## src/rtl/alu_issue_stage_pkg.sv

```systemverilog
// Shared constants and types for the execute-stage issue block and its ALU.
package alu_issue_stage_pkg;

  // Datapath width (must match the ALU), register index width, opcode width.
  localparam int N   = 16;
  localparam int RAW = 3;
  localparam int OPW = 3;

  // Shift distance uses only the low log2(N) bits of operand b.
  localparam int SHW = $clog2(N);

  // ALU opcodes.
  localparam logic [OPW-1:0] ALU_ADD = 3'd0;
  localparam logic [OPW-1:0] ALU_SUB = 3'd1;
  localparam logic [OPW-1:0] ALU_AND = 3'd2;
  localparam logic [OPW-1:0] ALU_OR  = 3'd3;
  localparam logic [OPW-1:0] ALU_XOR = 3'd4;
  localparam logic [OPW-1:0] ALU_NOR = 3'd5;
  localparam logic [OPW-1:0] ALU_SLL = 3'd6;
  localparam logic [OPW-1:0] ALU_SRL = 3'd7;

  // Where a source operand comes from: register file, EX/MEM register, MEM/WB.
  typedef enum logic [1:0] {
    FWD_RF,
    FWD_EX,
    FWD_WB
  } fwd_sel_e;

endpackage

```

## src/rtl/alu_issue_stage_alu.sv

```systemverilog
// Combinational N-bit ALU. ADD/SUB report carry-out (SUB computes
// a + ~b + 1, so cout=1 means "no borrow", i.e. a >= b unsigned).
// Logic and shift ops report cout=0. Shifts use b[SHW-1:0] as the distance.
module alu_issue_stage_alu
  import alu_issue_stage_pkg::*;
(
  input  logic [N-1:0]   a,
  input  logic [N-1:0]   b,
  input  logic [OPW-1:0] opcode,
  output logic [N-1:0]   s,
  output logic           cout
);

  // Opcode decode and result/carry generation.
  always_comb begin
    s    = '0;
    cout = 1'b0;
    case (opcode)
      ALU_ADD: {cout, s} = {1'b0, a} + {1'b0, b};
      ALU_SUB: {cout, s} = {1'b0, a} + {1'b0, ~b} + {{N{1'b0}}, 1'b1};
      ALU_AND: s = a & b;
      ALU_OR:  s = a | b;
      ALU_XOR: s = a ^ b;
      ALU_NOR: s = ~(a | b);
      ALU_SLL: s = a << b[SHW-1:0];
      ALU_SRL: s = a >> b[SHW-1:0];
      default: s = '0;
    endcase
  end

endmodule

```

## src/rtl/alu_issue_stage.sv

```systemverilog
// Execute-stage front end: operand forwarding, ALU drive and the EX/MEM
// output register with valid/ready handshakes and a flush input.
// Optional macro OVERFLOW_FLAG_EN adds the out_ovf signed-overflow output.
module alu_issue_stage
  import alu_issue_stage_pkg::*;
(
  input  logic           clk,
  input  logic           rst_n,
  input  logic           in_valid,
  output logic           in_ready,
  input  logic [OPW-1:0] in_op,
  input  logic [RAW-1:0] in_rs,
  input  logic [RAW-1:0] in_rt,
  input  logic [N-1:0]   in_rs_val,
  input  logic [N-1:0]   in_rt_val,
  input  logic [N-1:0]   in_imm,
  input  logic           in_use_imm,
  input  logic [RAW-1:0] in_rd,
  input  logic           in_wen,
  input  logic           wb_wen,
  input  logic [RAW-1:0] wb_rd,
  input  logic [N-1:0]   wb_val,
  input  logic           flush,
  output logic           out_valid,
  input  logic           out_ready,
  output logic [N-1:0]   out_s,
  output logic           out_cout,
  output logic           out_zero,
  output logic [RAW-1:0] out_rd,
  output logic           out_wen
`ifdef OVERFLOW_FLAG_EN
  , output logic         out_ovf
`endif
);

  logic           out_valid_q, out_valid_d;
  logic [N-1:0]   out_s_q, out_s_d;
  logic           out_cout_q, out_cout_d;
  logic           out_zero_q, out_zero_d;
  logic [RAW-1:0] out_rd_q, out_rd_d;
  logic           out_wen_q, out_wen_d;

  logic           accept;
  logic [RAW-1:0] src_idx [2];
  logic [N-1:0]   src_rf  [2];
  logic [N-1:0]   fwd_val [2];
  logic [N-1:0]   alu_a, alu_b, alu_s;
  logic           alu_cout;

  assign in_ready = !out_valid_q || out_ready;
  assign accept   = in_valid && in_ready;

  assign src_idx[0] = in_rs;
  assign src_idx[1] = in_rt;
  assign src_rf[0]  = in_rs_val;
  assign src_rf[1]  = in_rt_val;

  // One forwarding mux per source operand; index 0 is rs, index 1 is rt.
  for (genvar gi = 0; gi < 2; gi++) begin : g_fwd
    fwd_sel_e sel;

    // Pick the youngest producer; r0 never forwards and always reads as zero.
    always_comb begin
      sel = FWD_RF;
      if (src_idx[gi] != '0) begin
        if (out_valid_q && out_wen_q && out_rd_q == src_idx[gi]) sel = FWD_EX;
        else if (wb_wen && wb_rd == src_idx[gi])                 sel = FWD_WB;
      end
    end

    assign fwd_val[gi] = (src_idx[gi] == '0) ? '0      :
                         (sel == FWD_EX)     ? out_s_q :
                         (sel == FWD_WB)     ? wb_val  : src_rf[gi];
  end

  assign alu_a = fwd_val[0];
  assign alu_b = in_use_imm ? in_imm : fwd_val[1];

  alu_issue_stage_alu u_alu (
    .a      (alu_a),
    .b      (alu_b),
    .opcode (in_op),
    .s      (alu_s),
    .cout   (alu_cout)
  );

`ifdef OVERFLOW_FLAG_EN
  logic ovf_calc, out_ovf_q, out_ovf_d;

  // Signed overflow: ADD when same-sign operands give a different-sign
  // result; SUB when opposite-sign operands give a result unlike a.
  always_comb begin
    ovf_calc = 1'b0;
    if (in_op == ALU_ADD)
      ovf_calc = (alu_a[N-1] == alu_b[N-1]) && (alu_s[N-1] != alu_a[N-1]);
    else if (in_op == ALU_SUB)
      ovf_calc = (alu_a[N-1] != alu_b[N-1]) && (alu_s[N-1] != alu_a[N-1]);
  end
`endif

  // EX/MEM next state: flush beats accept, consume clears, otherwise hold.
  always_comb begin
    out_valid_d = out_valid_q;
    out_s_d     = out_s_q;
    out_cout_d  = out_cout_q;
    out_zero_d  = out_zero_q;
    out_rd_d    = out_rd_q;
    out_wen_d   = out_wen_q;
`ifdef OVERFLOW_FLAG_EN
    out_ovf_d   = out_ovf_q;
`endif
    if (flush) begin
      out_valid_d = 1'b0;
    end else if (accept) begin
      out_valid_d = 1'b1;
      out_s_d     = alu_s;
      out_cout_d  = alu_cout;
      out_zero_d  = (alu_s == '0);
      out_rd_d    = in_rd;
      out_wen_d   = in_wen;
`ifdef OVERFLOW_FLAG_EN
      out_ovf_d   = ovf_calc;
`endif
    end else if (out_ready) begin
      out_valid_d = 1'b0;
    end
  end

  // EX/MEM register with asynchronous reset; a reset drops any held result.
  always_ff @(posedge clk or negedge rst_n) begin
    if (!rst_n) begin
      out_valid_q <= 1'b0;
      out_s_q     <= '0;
      out_cout_q  <= 1'b0;
      out_zero_q  <= 1'b1;
      out_rd_q    <= '0;
      out_wen_q   <= 1'b0;
`ifdef OVERFLOW_FLAG_EN
      out_ovf_q   <= 1'b0;
`endif
    end else begin
      out_valid_q <= out_valid_d;
      out_s_q     <= out_s_d;
      out_cout_q  <= out_cout_d;
      out_zero_q  <= out_zero_d;
      out_rd_q    <= out_rd_d;
      out_wen_q   <= out_wen_d;
`ifdef OVERFLOW_FLAG_EN
      out_ovf_q   <= out_ovf_d;
`endif
    end
  end

  assign out_valid = out_valid_q;
  assign out_s     = out_s_q;
  assign out_cout  = out_cout_q;
  assign out_zero  = out_zero_q;
  assign out_rd    = out_rd_q;
  assign out_wen   = out_wen_q;
`ifdef OVERFLOW_FLAG_EN
  assign out_ovf   = out_ovf_q;
`endif

endmodule

```

## config.mk

```make
export PLATFORM = sky130hd
export DESIGN_NAME = alu_issue_stage
export DESIGN_NICKNAME = d
export VERILOG_FILES = /design/src/rtl/alu_issue_stage_pkg.sv /design/src/rtl/alu_issue_stage_alu.sv /design/src/rtl/alu_issue_stage.sv
export SDC_FILE = /design/constraint.sdc
export NUM_CORES = 1
export LEC_CHECK = 0
export CAP_MARGIN = 0
export CORE_MARGIN = 3
export CORE_UTILIZATION = 45
export CTS_BUF_LIST = sky130_fd_sc_hd__clkbuf_8
export CTS_CLUSTER_SIZE = 14
export DETAILED_ROUTE_END_ITERATION = 7
export PLACE_DENSITY = 0.7
export SLEW_MARGIN = 20
export SYNTH_ARGS = -nofsm -noshare
export SYNTH_HDL_FRONTEND = slang
export SYNTH_SLANG_ARGS = --single-unit
```

## constraint.sdc

```tcl
create_clock -name clk -period 14.4 [get_ports clk]
set_clock_uncertainty 0.2 [all_clocks]
set_input_delay 1.44 -clock clk [delete_from_list [all_inputs] [get_ports clk]]
set_output_delay 1.44 -clock clk [all_outputs]
set_load 0.03 [all_outputs]
```

==> out/qor.yml <==
global_route:
  grt_start_max_net_pins: 51
  via_count_of_the_first_global_routing_pass: 6654
  globalRouteOverflowTotal: 0
  global_route.usage.total_pct: 31.0
  wire_length_of_the_first_global_routing_pass_um: 36900
  grt_antenna_before_repair: 0
yosys:
  synth_top_cell_area_share_pct: 10.3
  syn-instance-count: 883
  post_synth_num_cell_types: 82
  post_synth_mux_area_share_pct: 10.9
  synth_largest_area_cell: "sky130_fd_sc_hd__ha_1"
  seq_cells_post_synth: 23
  syn_area_per_cell_um2: 6.89
  synth_compound_gate_area_share_pct: 33.2
  netlist_area_mm2: 0.00608
  yosys.area_share.simple_pct: 24.5
  synth_adder_area_share_pct: 10.9
  synth_sequential_area_ratio_pct: 9.49
  synth_top_flop_cell: "sky130_fd_sc_hd__dfrtp_1"
  ys_top_cells_by_area: "sky130_fd_sc_hd__ha_1 (10%), sky130_fd_sc_hd__dfrtp_1 (9.1%), sky130_fd_sc_hd__nand2_1 (8.9%), sky130_fd_sc_hd__mux2i_1 (7.6%), sky130_fd_sc_hd__nor2_1 (5.6%)"
  mappedNetlistNets: 1022
  async_reset_ff_share_pct: 100
  synth_edf_count: 0
  ys_warn_count: 0
  synth_top_family_by_area: "compound AO/OA/AOI/OAI gates"
  yosys.area_share.xor_xnor_pct: 3.60
run:
  max_cap_viol_count: 0
timing:
  timing_max_transition_violations_final: 0
  slew_headroom_pct: 29.1
  final_hold_slack_ns: 0.303
  final.setup.worst_slack_ns: 6.61
  report.final.setup_viol: 0
  setup_total_negative_slack_ns: 0
  finalWorstPathRequiredPeriod_ns: 7.79
  final_min_period_over_clock_period_pct: 54.1
  hold_fails_final_rpt: 0
  timing.fmax_ghz: 0.128
  grt_setup_unrepaired: "no"
  max_slew.worst_pin.slew_ns: 1.06
routing:
  post_drt_via_cell_ratio: 6.28
  number_of_antenna_violating_nets_in_the_routed_design: 0
  drt_iter0_drc: 672
  wl_um: 23600
  iteration_count_of_the_initial_detailed_routing_pass: 5
  drc: 0
  routed_wire_length_per_instance_um: 20.9
  dr_total_vias: 7068
setup_path:
  critPathCaptureType: "flop"
  critPathLaunchType: "primary input"
  worst-endpoint-arrival_ns: 7.76
  crit_path_max_fanout: 18
  cp.required_ns: 14.37
  setup.worst_path.class: "in -> reg"
placement:
  final_replace_weighted_congestion: 1.03
  place.detailed.hpwl_um: 18600
  dp_slack_ns: 6.42
  placement.io_buffers: 110
clock_network:
  cts_htree_levels: 1
  clockRootBuffer: "sky130_fd_sc_hd__clkbuf_8"
  cts.sink_count: 23
  clk_pin_slew_worst_paths_ns: 0.08
  cts_setup_buffers: 0
  cts_hold_repair.buffers: 0
  cts_repair_resize_count: 0
  cts_tree: "done"
  clock_insertion_delay_worst_skew_ns: 0.26
  cts-root-to-sink-buffers: 2
  tritoncts.num_buffers: 3
finish:
  layout_commonest_cell: "sky130_fd_sc_hd__nand2_1"
  synthToLayoutAreaGrowth_pct: 20.4
  mostFrequentLayoutCells: "sky130_fd_sc_hd__nand2_1 (144), sky130_fd_sc_hd__clkdlybuf4s50_1 (109), sky130_fd_sc_hd__nor2_1 (90), sky130_fd_sc_hd__o21ai_0 (62), sky130_fd_sc_hd__a21oi_1 (54)"
  antennaDiodeCount: 0
  drive_above_1_share_pct: 7.65
  final_net_count: 1094
  layout.filler_cells: 1282
power_and_ir_drop:
  power_density_mw_per_mm2: 71.5
  ir_worst_vdd_uv: 64.4
  static-leakage-power_uw: 0.00305
die:
  initial_utilization_pct: 47.0
  dieArea_mm2: 0.0149
  total_number_of_placement_rows: 41
  io-pin-count: 111
  dieHeight_um: 122
  chipWidth_um: 122
  coreArea_mm2: 0.0129
hold_path:
  min-delay-path-class: "reg -> reg"
run_status:
  run_status: "finished clean"
path summary, 6_finish.rpt:
kind | start | endpoint | slack [ns] | depth (start not counted)
worst max register to register | out_valid | out_zero | 8.10 | 18
worst min-delay path | out_zero | out_zero | 0.30 | 2
min in group asynchronous | rst_n | out_rd[2] | 0.95 | 1
max in group asynchronous | rst_n | out_zero | 12.68 | 1
worst max-delay path | in_rs[0] | out_zero | 6.61 | 19
worst min register to register | out_zero | out_zero | 0.30 | 2
per-layer routing:
layer / track usage, % / wire, um / up-vias
li1: - / - / 3368
met1: 45.7 / 10800 / 3292
met2: 46.6 / 10000 / 369
met3: 4.29 / 2070 / 39
met4: 9.94 / 646 / 0
met5: 0 / 0 / -
where the power goes:
group	total (uW)	internal, uW	switching, uW	leakage, uW
sequential	99.8	77.7	22.1	0.000283
combinational	385	154	231	0.00274
clock	38.9	19.0	19.9	0.0000269
stage by stage:
step	util, %	instance area (um2)	power, uW	cells
2_1_floorplan	-	6080	342	883
3_3_place_gp	56.3	7280	475	1122
3_5_place_dp	56.3	7280	474	1122
4_1_cts	56.7	7330	516	1126
5_1_grt	56.6	7320	559	1126
6_report	56.6	7320	524	1126
critical path, cell delays in order:
cell and delay, ns:
sky130_fd_sc_hd__clkdlybuf4s50_1 0.51, sky130_fd_sc_hd__nor3b_2 0.21, sky130_fd_sc_hd__o2111ai_2 0.66, sky130_fd_sc_hd__and2_1 0.82
sky130_fd_sc_hd__a221o_1 0.41, sky130_fd_sc_hd__inv_2 0.08, sky130_fd_sc_hd__ha_1 0.23, sky130_fd_sc_hd__fa_1 0.49
sky130_fd_sc_hd__o21bai_1 0.21, sky130_fd_sc_hd__a221oi_1 0.14, sky130_fd_sc_hd__a221o_1 0.36, sky130_fd_sc_hd__o31ai_1 0.35
sky130_fd_sc_hd__xnor2_1 0.17, sky130_fd_sc_hd__nor2_1 0.05, sky130_fd_sc_hd__nor3_1 0.18, sky130_fd_sc_hd__a32oi_1 0.20
sky130_fd_sc_hd__or4_1 0.50, sky130_fd_sc_hd__or4_1 0.44, sky130_fd_sc_hd__o41ai_2 0.29
registers in the layout (all words and copies together) (netlist names):
name	cells
out_rd	3
out_cout	1
out_zero	1
out_s	16
out_wen	1
out_valid	1
cells in the mapped netlist, types with 6 or more instances:
cell type                    n
sky130_fd_sc_hd__a211oi_1   21
sky130_fd_sc_hd__inv_1      44
sky130_fd_sc_hd__mux2_2     15
sky130_fd_sc_hd__nand3_1    21
sky130_fd_sc_hd__nand2_1   144
sky130_fd_sc_hd__clkbuf_1   47
sky130_fd_sc_hd__xnor2_1    16
sky130_fd_sc_hd__o31ai_1     7
sky130_fd_sc_hd__a31oi_1     7
sky130_fd_sc_hd__o21ai_0    62
sky130_fd_sc_hd__inv_2       6
sky130_fd_sc_hd__a221oi_2   10
sky130_fd_sc_hd__a21oi_1    54
sky130_fd_sc_hd__nand4_1     6
sky130_fd_sc_hd__nor2_1     90
sky130_fd_sc_hd__a221o_1    12
sky130_fd_sc_hd__xor2_1      9
sky130_fd_sc_hd__mux2i_1    46
sky130_fd_sc_hd__o211ai_1   13
sky130_fd_sc_hd__a22o_1     13
sky130_fd_sc_hd__nor3_1     20
sky130_fd_sc_hd__a221oi_1    8
sky130_fd_sc_hd__buf_2       6
sky130_fd_sc_hd__ha_1       50
sky130_fd_sc_hd__dfrtp_1    22
cell type report:
| type | count | area [um2] | share of cell area, % |
|---|---|---|---|
| multi-input cells | 749 | 5070 | 69.2 |
| repair buffers | 127 | 1220 | 16.7 |
| flip-flops and latches | 23 | 577 | 7.88 |
| well taps | 172 | 215 | 2.94 |
| inverters | 51 | 191 | 2.61 |
| clock buffers | 3 | 41.3 | 0.564 |
| clock inverters | 1 | 3.75 | 0.0513 |
cell families (layout without fill, tap and decap cells):
group                    count (synthesis)  count (layout)
XOR/XNOR                                25              25
AND/OR/NAND/NOR                        329             329
buffers and inverters                  111             182
AO/OA/AOI/OAI                          279             279
flip-flops                              23              23
adder cells (fa/ha/maj)                 52              52
multiplexers                            64              64
Note: power is estimated with default switching activity, not from simulation.
